### config.mk
export PLATFORM = sky130hd
export DESIGN_NAME = multicycle_control
export DESIGN_NICKNAME = d
export VERILOG_FILES = /design/src/rtl/multicycle_control.sv
export SDC_FILE = /design/constraint.sdc
export NUM_CORES = 1
export LEC_CHECK = 0
export ABC_AREA = 1
export BUFFER_PORTS_ARGS = -buffer_cell sky130_fd_sc_hd__buf_2
export CAP_MARGIN = 5
export CELL_PAD_IN_SITES_DETAIL_PLACEMENT = 1
export CELL_PAD_IN_SITES_GLOBAL_PLACEMENT = 2
export CORE_MARGIN = 4
export CORE_UTILIZATION = 25
export DETAILED_ROUTE_END_ITERATION = 8
export GPL_TIMING_DRIVEN = 0
export PLACE_DENSITY = 0.79
export REMOVE_ABC_BUFFERS = 1
export SLEW_MARGIN = 20
export SYNTH_ARGS = -nofsm -noshare
export SYNTH_HDL_FRONTEND = slang
export SYNTH_SLANG_ARGS = --single-unit
export TNS_END_PERCENT = 20
### constraint.sdc
create_clock -name clock -period 1.8 [get_ports clock]
set_clock_uncertainty 0.1 [all_clocks]
set_input_delay 0.36 -clock clock [delete_from_list [all_inputs] [get_ports clock]]
set_output_delay 0.36 -clock clock [all_outputs]
set_load 0.02 [all_outputs]
### src/rtl/multicycle_control.sv
// Multicycle MIPS control FSM: sequences FETCH/DECODE and per-opcode execute, memory and writeback.
// Optional MEM_WAIT_EN stalls FETCH/MEMRD/MEMWR until mem_ready is high.
module multicycle_control #(
    parameter int unsigned CNT_W   = 16,
    parameter int unsigned STATE_W = 4
) (
    input  logic               clock,
    input  logic               Reset,
    input  logic [5:0]         opcode,
    input  logic               mem_ready,
    output logic               pc_write,
    output logic               pc_write_cond,
    output logic               i_or_d,
    output logic               mem_read,
    output logic               mem_write,
    output logic               ir_write,
    output logic               mem_to_reg,
    output logic               reg_dst,
    output logic               reg_write,
    output logic               alu_src_a,
    output logic [1:0]         alu_src_b,
    output logic [1:0]         alu_op,
    output logic [1:0]         pc_source,
    output logic               instr_done,
    output logic               illegal_op,
    output logic [CNT_W-1:0]   instr_count,
    output logic [STATE_W-1:0] state
);

    localparam logic [5:0] OpR    = 6'b000000;
    localparam logic [5:0] OpLw   = 6'b100011;
    localparam logic [5:0] OpSw   = 6'b101011;
    localparam logic [5:0] OpBeq  = 6'b000100;
    localparam logic [5:0] OpJ    = 6'b000010;
    localparam logic [5:0] OpAddi = 6'b001000;

    typedef enum logic [3:0] {
        StFetch  = 4'd0,
        StDecode = 4'd1,
        StMemAdr = 4'd2,
        StMemRd  = 4'd3,
        StMemWb  = 4'd4,
        StMemWr  = 4'd5,
        StExec   = 4'd6,
        StAluWb  = 4'd7,
        StBranch = 4'd8,
        StJump   = 4'd9,
        StAddiEx = 4'd10,
        StAddiWb = 4'd11
    } state_e;

    state_e           state_q, state_d;
    logic [5:0]       op_q;
    logic             illegal_q;
    logic [CNT_W-1:0] count_q;
    logic             mem_ok;
    logic             legal;

`ifdef MEM_WAIT_EN
    assign mem_ok = mem_ready;
`else
    logic unused_mem_ready;
    assign unused_mem_ready = mem_ready;
    assign mem_ok           = 1'b1;
`endif

    always_comb begin
        legal = 1'b1;
        case (opcode)
            OpR, OpLw, OpSw, OpBeq, OpJ, OpAddi: legal = 1'b1;
            default:                             legal = 1'b0;
        endcase
    end

    always_comb begin
        state_d = state_q;
        case (state_q)
            StFetch:  if (mem_ok) state_d = StDecode;
            StDecode: begin
                case (opcode)
                    OpLw, OpSw: state_d = StMemAdr;
                    OpR:        state_d = StExec;
                    OpBeq:      state_d = StBranch;
                    OpJ:        state_d = StJump;
                    OpAddi:     state_d = StAddiEx;
                    default:    state_d = StFetch;
                endcase
            end
            // Only lw/sw reach MEMADR, so the latched opcode picks between them.
            StMemAdr: state_d = (op_q == OpSw) ? StMemWr : StMemRd;
            StMemRd:  if (mem_ok) state_d = StMemWb;
            StMemWr:  if (mem_ok) state_d = StFetch;
            StExec:   state_d = StAluWb;
            StAddiEx: state_d = StAddiWb;
            default:  state_d = StFetch;
        endcase
    end

    always_ff @(posedge clock or posedge Reset) begin
        if (Reset) begin
            state_q   <= StFetch;
            op_q      <= 6'b0;
            illegal_q <= 1'b0;
            count_q   <= '0;
        end else begin
            state_q   <= state_d;
            illegal_q <= (state_q == StDecode) && !legal;
            if (state_q == StDecode) begin
                op_q <= opcode;
            end
            if (instr_done && (count_q != {CNT_W{1'b1}})) begin
                count_q <= count_q + 1'b1;
            end
        end
    end

    // Moore decode; everything is held low while Reset is asserted.
    always_comb begin
        pc_write      = 1'b0;
        pc_write_cond = 1'b0;
        i_or_d        = 1'b0;
        mem_read      = 1'b0;
        mem_write     = 1'b0;
        ir_write      = 1'b0;
        mem_to_reg    = 1'b0;
        reg_dst       = 1'b0;
        reg_write     = 1'b0;
        alu_src_a     = 1'b0;
        alu_src_b     = 2'b00;
        alu_op        = 2'b00;
        pc_source     = 2'b00;
        instr_done    = 1'b0;
        if (!Reset) begin
            case (state_q)
                StFetch: begin
                    mem_read  = 1'b1;
                    ir_write  = mem_ok;
                    pc_write  = mem_ok;
                    alu_src_b = 2'b01;
                end
                StDecode: alu_src_b = 2'b11;
                StMemAdr, StAddiEx: begin
                    alu_src_a = 1'b1;
                    alu_src_b = 2'b10;
                end
                StMemRd: begin
                    mem_read = 1'b1;
                    i_or_d   = 1'b1;
                end
                StMemWr: begin
                    mem_write  = 1'b1;
                    i_or_d     = 1'b1;
                    instr_done = mem_ok;
                end
                StMemWb: begin
                    reg_write  = 1'b1;
                    mem_to_reg = 1'b1;
                    instr_done = 1'b1;
                end
                StExec: begin
                    alu_src_a = 1'b1;
                    alu_op    = 2'b10;
                end
                StAluWb: begin
                    reg_write  = 1'b1;
                    reg_dst    = 1'b1;
                    instr_done = 1'b1;
                end
                StAddiWb: begin
                    reg_write  = 1'b1;
                    instr_done = 1'b1;
                end
                StBranch: begin
                    alu_src_a     = 1'b1;
                    alu_op        = 2'b01;
                    pc_write_cond = 1'b1;
                    pc_source     = 2'b01;
                    instr_done    = 1'b1;
                end
                StJump: begin
                    pc_write   = 1'b1;
                    pc_source  = 2'b10;
                    instr_done = 1'b1;
                end
                default: ;
            endcase
        end
    end

    assign illegal_op  = illegal_q & ~Reset;
    assign instr_count = count_q;
    assign state       = STATE_W'(state_q);

endmodule

# Yosys cells after proc, flatten, opt, wreduce, memory -nomap -nowiden
# Index checks and enable logic that the tools add are counted.
dict set report word_totals {
  reg_bits 27
  latch_bits 0
  mem_bits_rw 0
  romBits 0
  input_bits 9
  mem_count 0
}
dict set report op_classes {
  n_addsub 1
  n_mul 0
  n_div 0
  n_lt_le_gt_ge 0
  eq_ne 18
  shifts 0
  mux 32
  bitwise 2
  n_reduce_logical 14
}
# operator n
set op_table {}
lappend op_table {{case mux 4 bit (6 select lines)} 1}
lappend op_table {{2-to-1 mux 1 bit} 23}
lappend op_table {{case mux 4 bit (5 select lines)} 1}
lappend op_table {{== test 6 bit, second input constant} 3}
lappend op_table {{adder 16 x 1 -> 16 bit, second input constant} 1}
lappend op_table {{== test 4 x 3 -> 1 bit, second input constant} 4}
lappend op_table {{== test 4 bit, second input constant} 4}
lappend op_table {{inequality test 16 bit, second input constant} 1}
lappend op_table {{OR reduction 6 bit} 2}
lappend op_table {{OR reduction 2 bit} 5}
lappend op_table {{== test 4 x 2 -> 1 bit, second input constant} 2}
lappend op_table {{case mux 2 bit (2 select lines)} 2}
lappend op_table {{== test 6 x 2 -> 1 bit, second input constant} 1}
lappend op_table {{== test 6 x 3 -> 1 bit, second input constant} 1}
lappend op_table {{== test 6 x 4 -> 1 bit, second input constant} 1}
lappend op_table {{zero test 6 bit} 1}
lappend op_table {{2-to-1 mux 2 bit} 3}
lappend op_table {{case mux 2 bit (3 select lines)} 1}
lappend op_table {{== test 4 x 1 -> 1 bit, second input constant} 1}
lappend op_table {{zero test 4 bit} 1}
lappend op_table {{OR reduction 4 bit} 1}
lappend op_table {{2-to-1 mux 3 bit} 1}
lappend op_table {{OR reduction 3 bit} 1}
lappend op_table {{logical AND 1 bit} 2}
lappend op_table {{3 further kinds} 3}

# Longest topological paths before layout
# Gate-level depths: netlist (run 1).
dict set report logic_depth {
  depth_word 5
  ltp_mapped 10
  mapped_depth_nobuf 9
}

# Worst setup path before layout (run 1)
# OpenSTA, ideal clock, no wires.
dict set report synth_path {
  kind {input-to-output}
  startpoint {input port Reset}
  endpoint {output port pc_write}
  arrival_time_ps 1570
  required_time_ps 1340
  slack_ps -230
  stages 3
  path_buffers 0
  path_cell_list {inv_1 nand2_1 o22ai_1}
}
dict set report synth_between {
  elab_chain_cells 1
}
# item line_no
set synth_lines {}
lappend synth_lines {{start, declared} 8} ;# input logic Reset,
lappend synth_lines {{2-to-1 mux 1 bit} 133} ;# if (!Reset) begin
lappend synth_lines {{end, declared} 11} ;# output logic pc_write,
# No other way between the ends.

# Worst setup path after layout (run 1)
dict set report layout_path {
  startpoint {register state_q[1], in the netlist state[1]}
  endpoint {output port alu_src_a}
}
dict set report layout_between {
  elab_chain_cells 4
  word_cells_on_any_way 7
}
# item line_no
set layout_lines {}
lappend layout_lines {{start, declared} 52} ;# state_e state_q, state_d;
lappend layout_lines {{start signal, assigned} 101} ;# state_q <= StFetch;
lappend layout_lines {{start signal, assigned} 106} ;# state_q <= state_d;
lappend layout_lines {{== test 4 bit (tied with other cells)} 134} ;# case (state_q)
lappend layout_lines {{OR reduction 4 bit (no source line) (*)} --}
lappend layout_lines {{2-to-1 mux 1 bit (*)} 134}
lappend layout_lines {{2-to-1 mux 1 bit (*)} 133}
lappend layout_lines {{end, declared} 20} ;# output logic alu_src_a,
# Mark *: on every way between the ends. The rest lies on a longest branch, timed or not.

==> metrics.md, run 1 <==
| Metric | Value |
|---|---|
| Status | finished, violations left |
| Failing checks | negative setup slack |
| Post-synthesis adder-cell area fraction | 0.728% |
| ANT cells | 0 |
| Via count | 1,873 |
| Final setup violation count | 15 |
| Mapped Area | 0.00172 mm^2 |
| Port Buffers | 45 |
| Vias in the first global route | 1,877 |
| Ports | 47 |
| F_max | 0.521 GHz |
| Post-synthesis cell type count | 25 |
| Clk slew on worst S/H paths | 0.10 ns |
| Worst path bufs/invs | 3 |
| Worst setup EP type | primary output |
| Critical Path Source | state[1]$_DFF_PP0_ |
| Floorplan row count | 29 |
| CTS tree | done |
| Starting Density | 26.5% |
| Critical-path top delay cell | dfrtp_1 |
| Post-Syn Instances | 257 |
| CTS max path bufs | 2 |
| DRC | 0 |
| GR Util All Layers | 13.8% |
| Hold Violations, Final | 0 |
| Kind of critical path | register to primary output |
| Slew @ Worst Pin | 0.353 ns |
| RSZ-0062 raised after global routing | true |
| Antenna viol nets, final | 0 |
| Max-slew violations | 0 |
| Placed Area | 0.00200 mm^2 |
| Async set-or-reset flop fraction in the synthesized netlist | 100% |
| Worst min-delay path class | input port to async pin |
| Grt ovf | 0 |
| Instance count on the critical path | 7 |
| Overall power | 2.28 mW |
| Post-synthesis xor/xnor area fraction | 3.57% |
| Final min period | 1.92 ns |
| H-tree levels | 1 |
| TritonCTS Sinks | 27 |
| Routability cong. | 0.780 |
| CTS Root Cell | clkbuf_8 |
| Place WS | -0.633 ns |
| Die area | 0.00827 mm^2 |
| Design area | 0.00256 mm^2 |
| Worst skew pair latency | 0.28 ns |
| First-pass GRT wire length | 9.35 mm |
| Maxcap violations | 0 |
| FF+latch count, synth | 27 |
| CP Data Required Time | 1.34 ns |
| Crit path launch type | register |
| Worst EP arrival | 1.46 ns |
| R2r startpoint | state[1]$_DFF_PP0_ |
| Share of cells above drive strength 1 | 39.5% |
| Initial DRT Pass Iterations | 4 |
| Chip width | 90.9 um |
| Leak pwr | 1.29 nW |
| End of the worst register-to-register path | state[1]$_DFF_PP0_ |
| DRT iter0 DRCs | 43 |
| Mux contribution to synthesized area | 0% |
| Ys Warns | 0 |
| Inserted Clock Buffers | 3 |
| Core Area | 0.00649 mm^2 |
| Fill cells | 822 |
| Initial antenna violation count | 0 |
| Main combinational cell family by area after synthesis | simple AND/OR/NAND/NOR gates |
| Slew margin rel. | 76.4% |
| Max VDD drop | 0.346 mV |
| Worst path cell trace | inv_2 -> nor2_4 -> nand2_2 -> nand2_2 -> inv_2 -> a21oi_2 -> buf_6 |
| R2r worst-path depth | 11 |
| CP max FO | 4 |
| Fin crit share | 107% |
| Wirelength per Cell | 14.2 um |
| Post-route setup slack | -0.121 ns |
| Register Area | 679 um^2 |
| Seq/Total Area, Yosys | 39.3% |
| Worst setup endpoint | alu_src_a |
| Top cells by area, synth | dfrtp_1 (39%), nand2_1 (22%), nor2_1 (7.2%) |
| Avg Synthesized Cell Area | 6.69 um^2 |
| DRT Wirelength | 5.77 mm |
| Most common cell after layout, fill and taps aside | nand2_1 |
| Most frequent cells in the layout | nand2_1 (88), buf_4 (31), buf_2 (29) |
| Nets | 340 |
| Power per cell area | 892 mW/mm^2 |
| Crit-path leading delay family | flip-flops |
| R2R setup slack | 0.11 ns |
| CP max stage delay | 0.43 ns |
| Multi-input logic area | 0.00107 mm^2 |
| Compound-Gate Fraction of Synth Area | 5.90% |
| Hold_ws | 0.121 ns |
| Number of synthesized flops with an enable pin | 0 |
| Main synth FF type | dfrtp_1 |
| Vias/cell | 4.61 |
| Setup TNS | -1.12 ns |
| Top cell type's share of synthesized area | 39.3% |
| Synth Area in Simple Gates | 41.5% |
| Post-DP HPWL | 3.74 mm |
| Post-synth top area cell | dfrtp_1 |
| Largest net degree at the start of global routing | 28 |
| P&R area growth vs syn | 48.8% |
| Die Span Y | 90.9 um |
==> cells in the mapped netlist, types with 2 or more instances <==
cell	number
nand3b_1	2
o21ai_0	13
nand3_1	10
o22ai_1	2
nand2_1	99
nand4_1	7
xnor2_1	7
inv_2	5
buf_6	2
inv_1	25
nor2_1	33
nand2_2	4
dfrtp_1	27
a21oi_1	3
nor3_1	4
nor2_2	5
==> worst min-delay path by stage <==
stage                        start                          end  cells past startpoint
2_1_floorplan                Reset          illegal_q$_DFF_PP0_                      1
3_3_place_gp   op_q[5]$_DFFE_PP0P_          op_q[5]$_DFFE_PP0P_                      2
3_5_place_dp   op_q[2]$_DFFE_PP0P_          op_q[2]$_DFFE_PP0P_                      2
4_1_cts                      Reset  instr_count[14]$_DFFE_PP0P_                      3
5_1_grt                      Reset  instr_count[14]$_DFFE_PP0P_                      3
6_report                     Reset  instr_count[14]$_DFFE_PP0P_                      3
==> registers in the layout, summed over array words and instances (netlist names) <==
name,flops
instr_count,16
state,4
illegal_q,1
op_q,6
==> cell families (layout without fill, tap and decap cells) <==
group / count (synthesis) / in the layout
flops: 27 / 27
buf+inv: 36 / 108
simple gates: 167 / 167
compound gates: 19 / 19
xor+xnor: 7 / 7
fa+ha+maj: 1 / 1
==> metal layers <==
metal,track usage [%],vias up,routed length [um]
met3,1.58,6,123
met1,18.0,895,2610
li1,-,948,-
met4,3.77,0,78
met2,24.0,24,2950
met5,0,-,0
==> layout make-up <==
| cell class | count | share of cell area (%) |
|---|---|---|
| multi-input combinational | 194 | 41.8 |
| sequential | 27 | 26.6 |
| timing repair buffer | 73 | 21.2 |
| inverter | 31 | 4.89 |
| tap | 77 | 3.77 |
| clock buffer | 3 | 1.61 |
| clock inverter | 1 | 0.196 |
==> where the power goes <==
part	switching (mW)	internal (mW)	leakage, nW
registers	0.119	0.736	0.356
logic	0.632	0.430	0.906
clock network	0.209	0.156	0.0255
==> worst reg2reg max path, stage by stage (launching register included) <==
cell	delay (ns)
dfrtp_1	0.43
inv_2	0.08
nor2_4	0.15
nand2_2	0.10
buf_6	0.12
buf_4	0.12
buf_4	0.12
buf_4	0.12
buf_4	0.13
nand2_2	0.05
o21ai_1	0.06
nand2_1	0.05
==> metrics by stage <==
| step | util, % | instances |
|---|---|---|
| CTS | 37.3 | 398 |
| finish | 39.4 | 406 |
| global placement | 30.8 | 374 |
| global route | 39.4 | 406 |
| detailed placement | 30.8 | 374 |
| floorplan | - | 252 |
==> what timing repair did <==
action,in CTS,in global routing
setup endpoints to repair,31,35
pin swaps,15,8
endpoints found under the hold margin,27,0
hold buffers,1,0
setup buffers,19,9
gates resized for setup,63,20
Note: power is estimated with default switching activity, not from simulation.
==> inputs of run 2 (changes only) <==
Settings changed: REMOVE_ABC_BUFFERS 1 to unset.
==> run 2 against run 1 <==
Final area is 5.2% lower; sequential power is 2.7% higher; final cell count is 2.5% lower; combinational power is 7% lower; routed wire length is 3.5% lower; the run still ends with negative setup slack left; critical path depth is 1 lower; sequential cell count stayed put; global-route usage is 0.16 points lower; first-iteration DRC count is 72% higher; clock power is 2% lower; register-to-register slack worse by 0.03 ns; critical path type unchanged; total power is 2.5% lower.
==> metrics.md, run 2 (synthesis results as in run 1) <==
| Metric | Value |
|---|---|
| Status | finished, violations left |
| Failing checks | negative setup slack |
| CTS max path bufs | 2 |
| Clk slew on worst S/H paths | 0.10 ns |
| Register Area | 682 um^2 |
| Hold Violations, Final | 0 |
| Via count | 1,851 |
| Port Buffers | 45 |
| R2r worst-path depth | 11 |
| Post-CTS Hold Fix Bufs | 0 |
| Worst setup EP type | primary output |
| H-tree levels | 1 |
| Crit path launch type | register |
| CP max stage delay | 0.46 ns |
| End of the worst register-to-register path | instr_count[0]$_DFFE_PP0P_ |
| R2R setup slack | 0.08 ns |
| Worst EP arrival | 1.43 ns |
| Starting Density | 26.5% |
| Worst skew pair latency | 0.28 ns |
| Final min period | 1.89 ns |
| TritonCTS Sinks | 27 |
| Post-route setup slack | -0.0866 ns |
| Core Area | 0.00649 mm^2 |
| Fin util | 37.3% |
| Leak pwr | 1.20 nW |
| Wirelength per Cell | 14.1 um |
| DRC | 0 |
| Placed Area | 0.00204 mm^2 |
| Critical-path top delay cell | dfrtp_2 |
| First-pass GRT wire length | 9.39 mm |
| Share of cells above drive strength 1 | 36.4% |
| Worst min-delay path class | input port to async pin |
| DRT iter0 DRCs | 74 |
| Vias in the first global route | 1,943 |
| Antenna viol nets, final | 0 |
| Slew margin rel. | 51.0% |
| Worst path cell trace | nor2_4 -> inv_2 -> nor2_4 -> inv_2 -> a21oi_2 -> buf_4 |
| Initial DRT Pass Iterations | 4 |
| Post-DP HPWL | 4.03 mm |
| Setup TNS | -0.598 ns |
| Largest net degree at the start of global routing | 15 |
| Max-slew violations | 0 |
| Maxcap violations | 0 |
| ANT cells | 0 |
| Die Span Y | 90.9 um |
| F_max | 0.530 GHz |
| Syn Nets | 267 |
| R2r startpoint | state[2]$_DFF_PP0_ |
| Design area | 0.00242 mm^2 |
| P&R area growth vs syn | 41.0% |
| Initial antenna violation count | 0 |
| Fin crit share | 105% |
| Routability cong. | 0.809 |
| Vias/cell | 4.67 |
| Die area | 0.00827 mm^2 |
| CP Data Required Time | 1.34 ns |
| Fill cells | 833 |
| Kind of critical path | register to primary output |
| Max reg flops | 16 |
| Most frequent cells in the layout | nand2_1 (90), buf_2 (28), nor2_1 (27) |
| Floorplan row count | 29 |
| Inserted Clock Buffers | 3 |
| Final setup violation count | 9 |
| RSZ-0062 raised after global routing | true |
| CTS tree | done |
| Worst path bufs/invs | 3 |
| Grt ovf | 0 |
| Place WS | -0.518 ns |
| Ports | 47 |
| Chip width | 90.9 um |
| DRT Wirelength | 5.57 mm |
| Most common cell after layout, fill and taps aside | nand2_1 |
| Multi-input logic area | 0.00103 mm^2 |
| Slew @ Worst Pin | 0.731 ns |
| GR Util All Layers | 13.6% |
| Hold_ws | 0.115 ns |
| CP max FO | 4 |
| Power per cell area | 918 mW/mm^2 |
| CTS Root Cell | clkbuf_8 |
| Crit-path leading delay family | flip-flops |
| Max VDD drop | 0.347 mV |
| Nets | 330 |
run 2: worst max path at each step:
stage,from,to,slack (ns),cells after the start
final,state[2]$_DFF_PP0_,mem_read,-0.09,6
after global routing,state[2]$_DFF_PP0_,mem_read,-0.18,6
after CTS,state[2]$_DFF_PP0_,instr_done,-0.08,7
after detailed placement,Reset,instr_done,-0.52,7
after global placement,Reset,instr_done,-0.53,7
after floorplan,state[1]$_DFF_PP0_,alu_src_b[1],-0.06,6
run 2: repair_timing:
item / in CTS / in global routing
cloned: 1 / 0
pin swaps: 9 / 5
gates resized for setup: 47 / 30
endpoints found under the setup margin: 31 / 29
buffers inserted: 7 / 5
endpoints found under the hold margin: 0 / 0
run 2: metrics by stage:
| step | total power, mW | std cells |
|---|---|---|
| detailed placement | 1.58 | 379 |
| finish | 2.23 | 396 |
| global route | 2.39 | 396 |
| global placement | 1.56 | 379 |
| CTS | 2.16 | 391 |
| floorplan | 1.33 | 257 |
run 2: worst reg2reg max path: stages (launching register included):
cell     delay, ns
dfrtp_2       0.44
inv_2         0.07
nor2_4        0.12
buf_6         0.13
nand2_8       0.07
nand2_4       0.07
nand2_4       0.05
buf_4         0.14
a21oi_4       0.18
buf_6         0.18
nand2_1       0.06
nand2_1       0.06
run 2: layout make-up:
cell class,instances,area share (%)
Multi-Input combinational cell,194,42.7
Sequential cell,27,28.1
Timing Repair Buffer,57,16.0
Inverter,31,5.11
Tap cell,77,3.97
Buffer,5,2.06
Clock buffer,4,1.86
Timing Repair inverter,1,0.206
run 2: power breakdown:
| part | total [mW] | switching [mW] | internal, mW |
|---|---|---|---|
| sequential | 0.879 | 0.138 | 0.741 |
| combinational | 0.989 | 0.584 | 0.405 |
| clock | 0.357 | 0.198 | 0.159 |
| total | 2.23 | 0.921 | 1.30 |
run 2: routing by layer:
| metal | track usage [%] | vias up | part of all wire (%) |
|---|---|---|---|
| met2 | 23.1 | 35 | 50 |
| li1 | - | 919 | - |
| met1 | 17.5 | 889 | 46 |
| met5 | 0 | - | 0 |
| met3 | 1.50 | 8 | 2.3 |
| met4 | 5.78 | 0 | 2.0 |
